$ cat src/rtl/key_event.sv
// rtl/key_event.sv - five-key synchronizer, debounce, auto-repeat and prioritized event serializer
module key_event #(
    parameter int DEB_CNT   = 1000000,
    parameter int REP_DELAY = 25000000,
    parameter int REP_RATE  = 5000000
) (
    input  logic       clkin,
    input  logic       rst,
    input  logic       ke,
    input  logic       ku,
    input  logic       kd,
    input  logic       kr,
    input  logic       kl,
    output logic       evt_valid,
    output logic [2:0] evt_code,
    output logic [4:0] key_level,
    output logic       evt_drop
);

    localparam int DW   = $clog2(DEB_CNT);
    localparam int RMAX = (REP_DELAY > REP_RATE) ? REP_DELAY : REP_RATE;
    localparam int RW   = $clog2(RMAX + 1);

    localparam logic [DW-1:0] DC_TERM    = DW'(DEB_CNT - 1);
    localparam logic [RW-1:0] DELAY_TERM = RW'(REP_DELAY - 1);
    localparam logic [RW-1:0] RATE_TERM  = RW'(REP_RATE - 1);

    // Bit order everywhere: [4]=E [3]=U [2]=D [1]=R [0]=L
    logic [4:0]    raw;
    logic [4:0]    sync1;
    logic [4:0]    sync2;
    logic [4:0]    s;
    logic [DW-1:0] dc [5];
    logic [4:0]    differ;
    logic [4:0]    deb_hit;
    logic [4:0]    rise;

    // Auto-repeat state, index 0 = D (bit 2), index 1 = U (bit 3)
    logic [RW-1:0] rc [2];
    logic [1:0]    phase;
    logic [1:0]    held;
    logic [1:0]    rep_fire;

    logic [4:0]    pending;
    logic [4:0]    set_vec;
    logic [4:0]    grant;
    logic [2:0]    code_nxt;

    assign raw = {ke, ku, kd, kr, kl};
    assign s   = ~sync2;

    // Two-stage synchronizer; idle (released) level is 1
    always_ff @(posedge clkin) begin
        if (rst) begin
            sync1 <= 5'h1f;
            sync2 <= 5'h1f;
        end else begin
            sync1 <= raw;
            sync2 <= sync1;
        end
    end

    // Per-key compare of synchronized input against debounced level
    always_comb begin
        differ  = '0;
        deb_hit = '0;
        rise    = '0;
        for (int k = 0; k < 5; k++) begin
            differ[k]  = (s[k] != key_level[k]);
            deb_hit[k] = differ[k] && (dc[k] == DC_TERM);
            rise[k]    = deb_hit[k] && s[k];
        end
    end

    // Stable-time debounce: level only moves after DEB_CNT consecutive differing samples
    always_ff @(posedge clkin) begin
        if (rst) begin
            key_level <= '0;
            for (int k = 0; k < 5; k++) begin
                dc[k] <= '0;
            end
        end else begin
            for (int k = 0; k < 5; k++) begin
                if (!differ[k]) begin
                    dc[k] <= '0;
                end else if (deb_hit[k]) begin
                    key_level[k] <= s[k];
                    dc[k]        <= '0;
                end else begin
                    dc[k] <= dc[k] + 1'b1;
                end
            end
        end
    end

    // Repeat fires on terminal count; a key falling this edge is already treated as released
    always_comb begin
        held     = '0;
        rep_fire = '0;
        for (int j = 0; j < 2; j++) begin
            held[j]     = key_level[j+2] && !(deb_hit[j+2] && !s[j+2]);
            rep_fire[j] = held[j] && (rc[j] == (phase[j] ? RATE_TERM : DELAY_TERM));
        end
    end

    // Repeat counters: REP_DELAY for the first repeat, REP_RATE afterwards
    always_ff @(posedge clkin) begin
        for (int j = 0; j < 2; j++) begin
            if (rst || !held[j]) begin
                rc[j]    <= '0;
                phase[j] <= 1'b0;
            end else if (rep_fire[j]) begin
                rc[j]    <= '0;
                phase[j] <= 1'b1;
            end else begin
                rc[j] <= rc[j] + 1'b1;
            end
        end
    end

    assign set_vec = rise | {1'b0, rep_fire[1], rep_fire[0], 2'b00};

    // Fixed-priority pick of one pending key: E > U > D > R > L
    always_comb begin
        grant    = '0;
        code_nxt = 3'd0;
        if (pending[4]) begin
            grant    = 5'b10000;
            code_nxt = 3'd1;
        end else if (pending[3]) begin
            grant    = 5'b01000;
            code_nxt = 3'd2;
        end else if (pending[2]) begin
            grant    = 5'b00100;
            code_nxt = 3'd3;
        end else if (pending[1]) begin
            grant    = 5'b00010;
            code_nxt = 3'd4;
        end else if (pending[0]) begin
            grant    = 5'b00001;
            code_nxt = 3'd5;
        end
    end

    // Pending buffer and registered event outputs; a new set beats a same-cycle serve
    always_ff @(posedge clkin) begin
        if (rst) begin
            pending   <= '0;
            evt_valid <= 1'b0;
            evt_code  <= 3'd0;
            evt_drop  <= 1'b0;
        end else begin
            pending   <= (pending & ~grant) | set_vec;
            evt_valid <= |pending;
            evt_code  <= code_nxt;
            evt_drop  <= |(set_vec & pending & ~grant);
        end
    end

endmodule

$ cat config.mk
export PLATFORM = sky130hd
export DESIGN_NAME = key_event
export DESIGN_NICKNAME = d
export VERILOG_FILES = /design/src/rtl/key_event.sv
export SDC_FILE = /design/constraint.sdc
export NUM_CORES = 1
export LEC_CHECK = 0
export ABC_AREA = 1
export BUFFER_PORTS_ARGS = -buffer_cell sky130_fd_sc_hd__clkbuf_2
export CELL_PAD_IN_SITES_DETAIL_PLACEMENT = 1
export CELL_PAD_IN_SITES_GLOBAL_PLACEMENT = 1
export CORE_MARGIN = 5
export CORE_UTILIZATION = 23
export CTS_BUF_LIST = sky130_fd_sc_hd__clkbuf_8
export CTS_CLUSTER_DIAMETER = 80
export DETAILED_ROUTE_END_ITERATION = 7
export PLACE_DENSITY_LB_ADDON = 0.05
export SETUP_SLACK_MARGIN = 0.02
export SYNTH_ARGS = -nofsm -noshare
export SYNTH_HDL_FRONTEND = slang
export SYNTH_SLANG_ARGS = --single-unit
$ cat constraint.sdc
create_clock -name clkin -period 2.2 [get_ports clkin]
set_clock_uncertainty 0.1 [all_clocks]
set_input_delay 0 -clock clkin [delete_from_list [all_inputs] [get_ports clkin]]
set_output_delay 0 -clock clkin [all_outputs]
set_load 0.05 [all_outputs]
==> impl_metrics.yaml <==
finish:
  diodes: 0
  fill_cells: 5240
  syn_to_final_growth_pct: 22.8
  nets: 1440
  final_layout_size_suffix_gt1_frac: 0.140
grt:
  grt_most_used_layer: "met2"
  grt_util_met2: 0.192
  grt_overflow: 0
  grt_max_degree: 23
  antenna_found_initial: 0
  gr-usage-met1: 0.145
  grtUsageMet3: 0.0286
  grt_pass1_vias: 8477
  grt_use_total: 0.115
  grt_pass1_wl_mm: 43.4
clock_network:
  cts.sinks: 177
  cts_root_buf: "clkbuf_8"
  clock_latency_ps: 540
  cts_max_level: 4
  clk_pin_slew_ps: 100
  clock_path_buffers: 2
  cts_inserted_buffers: 17
  cts_tree: "yes"
job:
  maxCapViolations: 0
setup_path:
  critPathSlowestCell: "edfxtp_1"
  cp-end-kind: "flip-flop"
  slowest_delay_ps: 420
  reg2reg_from: "rc[1][0]"
  r2r-end: "rc[1][20]"
  crit_required_ps: 2380
  worstPathMaxFanout: 4
  critical_path_buf_inv_count: 1
  arrival_ps: 2260
  reg2reg_setup_slack_ps: 120
  path_cells: "ha_4, nand2_2, nor2_4, inv_2, nor3_4, nand4_1, nor4_2, nor2_1"
  setup.worst_path.class: "reg2reg"
  r2r_cells: 8
  start_kind: "flip-flop"
  crit_family: "simple AND/OR/NAND/NOR gates"
power_and_ir_drop:
  power.leakage_uw: 0.00494
  finalPower_uw: 6440
  peakVddDrop_mv: 0.321
  power.density_nw_per_um2: 521
drt:
  drtIter0Drc: 289
  drc: 0
  dr_total_vias: 8213
  avgViaCountPerCell: 4.06
  wl_per_cell_um: 12.8
  ant_nets: 0
  wl_mm: 25.9
  dr.pass1.iters: 4
yosys:
  syn_avg_cell_area_um2: 8.47
  synth_top_flop_cell: "edfxtp_1"
  synth_cell_types: 48
  ys_seq_elements: 177
  synth-seq-area-share: 0.501
  synthArstFlopShare: 0
  ys_top_cells_by_area: "edfxtp_1 45%, nand2_1 8.0%, nor2_1 7.5%, inv_1 5.9%, dfxtp_1 5.4%"
  yosysMostFrequentCell: "nand2_1"
  syn-cell-area_um2: 10100
  syn_inst: 1189
  yosys-top-cells-count: "215 x nand2_1, 202 x nor2_1, 157 x inv_1, 150 x edfxtp_1, 67 x a21oi_1"
  yosys_warnings: 0
  synth_top_area_share: 0.447
  synth_edf_count: 150
  yosys.area.top_type: "edfxtp_1"
min_path:
  whs_path_depth: 1
  hold_class: "reg2reg"
  whs_endpoint: "sync2[3]"
  hold_start: "sync1[3]"
status:
  status: "completed"
placement:
  dp_worst_setup_slack_ps: 67.4
  dp_hpwl_mm: 20.2
  gp_congestion: 0.719
  port_buffers: 16
floorplanning:
  chipWidth_um: 219
  die_h_um: 219
  pin_count: 17
  num_rows: 76
  core_um2: 43200
  dieArea_um2: 48100
  start_util: 0.233
sta:
  layout_setup_ws_ps: 117
  fin_crit_ps: 2080
  fmax_ghz: 0.480
  setup_viol: 0
  slew_viol_final: 0
  final-hold-violation-count: 0
  rsz0062_at_grt: "true"
  fin_crit_sh: 0.947
  maxSlewHeadroom: 0.619
  worst_pin_slew_ps: 568
## state kept, by name, summed over array words and instances, names as in the netlist
name and cells:
dc 100, rc 50, key_level 5, pending 5
sync1 5, sync2 5, evt_code 3, phase 2
evt_drop 1, evt_valid 1
## where the power goes
part           total (µW)  leakage [µW]  switching [µW]  internal [µW]
logic                 374       0.00297             235            139
clock network        2200      0.000207            1290            905
registers            3870       0.00177             117           3750
## per-layer routing
metal | part of all wire | vias to the layer above
li1 | - | 4288
met1 | 0.49 | 3861
met2 | 0.47 | 41
met3 | 0.023 | 23
met4 | 0.017 | 0
met5 | 0 | -
## area by class of cell
class / instances / area, µm² / share of cell area
clock inverters: 10 / 47.5 / 0.00384
inverters: 164 / 617 / 0.0499
well taps: 585 / 732 / 0.0592
multi-input cells: 982 / 4950 / 0.400
flip-flops and latches: 177 / 5040 / 0.408
repair buffers: 84 / 672 / 0.0543
clock buffers: 22 / 303 / 0.0245
## metrics by stage
stage | cells | hold WS [ps] | TNS, ps | instance area (µm²) | util
6_report | 2024 | 318 | 0 | 12400 | 0.286
5_1_grt | 2024 | 332 | -69.7 | 12400 | 0.286
4_1_cts | 2019 | 317 | 0 | 12300 | 0.284
3_5_place_dp | 1976 | 96.1 | 0 | 11800 | 0.273
3_3_place_gp | 1976 | 84.3 | 0 | 11800 | 0.273
2_1_floorplan | 1338 | 3.81 | 0 | 10600 | -
## placed cells by master, fill, tap and decap left out, types with 25 or more instances in the layout
| master | count |
|---|---|
| inv_1 | 162 |
| a21oi_1 | 67 |
| buf_4 | 52 |
| dfxtp_1 | 27 |
| edfxtp_1 | 150 |
| nand3_1 | 58 |
| nor2_1 | 197 |
| conb_1 | 150 |
| nand2_1 | 214 |
| nor3_1 | 46 |
| nand4_1 | 37 |
| xor2_1 | 25 |
## repair_timing
action / in CTS / in global routing
resized for setup: 0 / 18
hold endpoints to repair: 24 / 0
setup buffers: 0 / 5
hold buffers: 11 / 0
endpoints found under the setup margin: 0 / 80
## cell families (layout without fill, tap and decap cells)
family / Yosys count / in the layout / share of synthesized area
fa+ha+maj: 7 / 7 / 0.00870
compound gates: 102 / 102 / 0.0555
flops: 177 / 177 / 0.501
simple gates: 680 / 680 / 0.327
other cells: 1 / 150 / 0.000372
xor+xnor: 43 / 43 / 0.0374
buf+inv: 179 / 280 / 0.0697
## worst max-delay path by stage
stage | cells after the start | slack, ps | start | end
after global routing | 10 | -60 | rc[0][0] | rc[0][22]
after detailed placement | 10 | 70 | rc[0][0] | rc[0][22]
after floorplan | 11 | 290 | dc[2][0] | rc[0][15]
final | 8 | 120 | rc[1][0] | rc[1][20]
after CTS | 10 | 60 | rc[0][0] | rc[0][22]
after global placement | 10 | 60 | rc[0][0] | rc[0][22]
No activity file was read; power rests on OpenSTA's default activity.
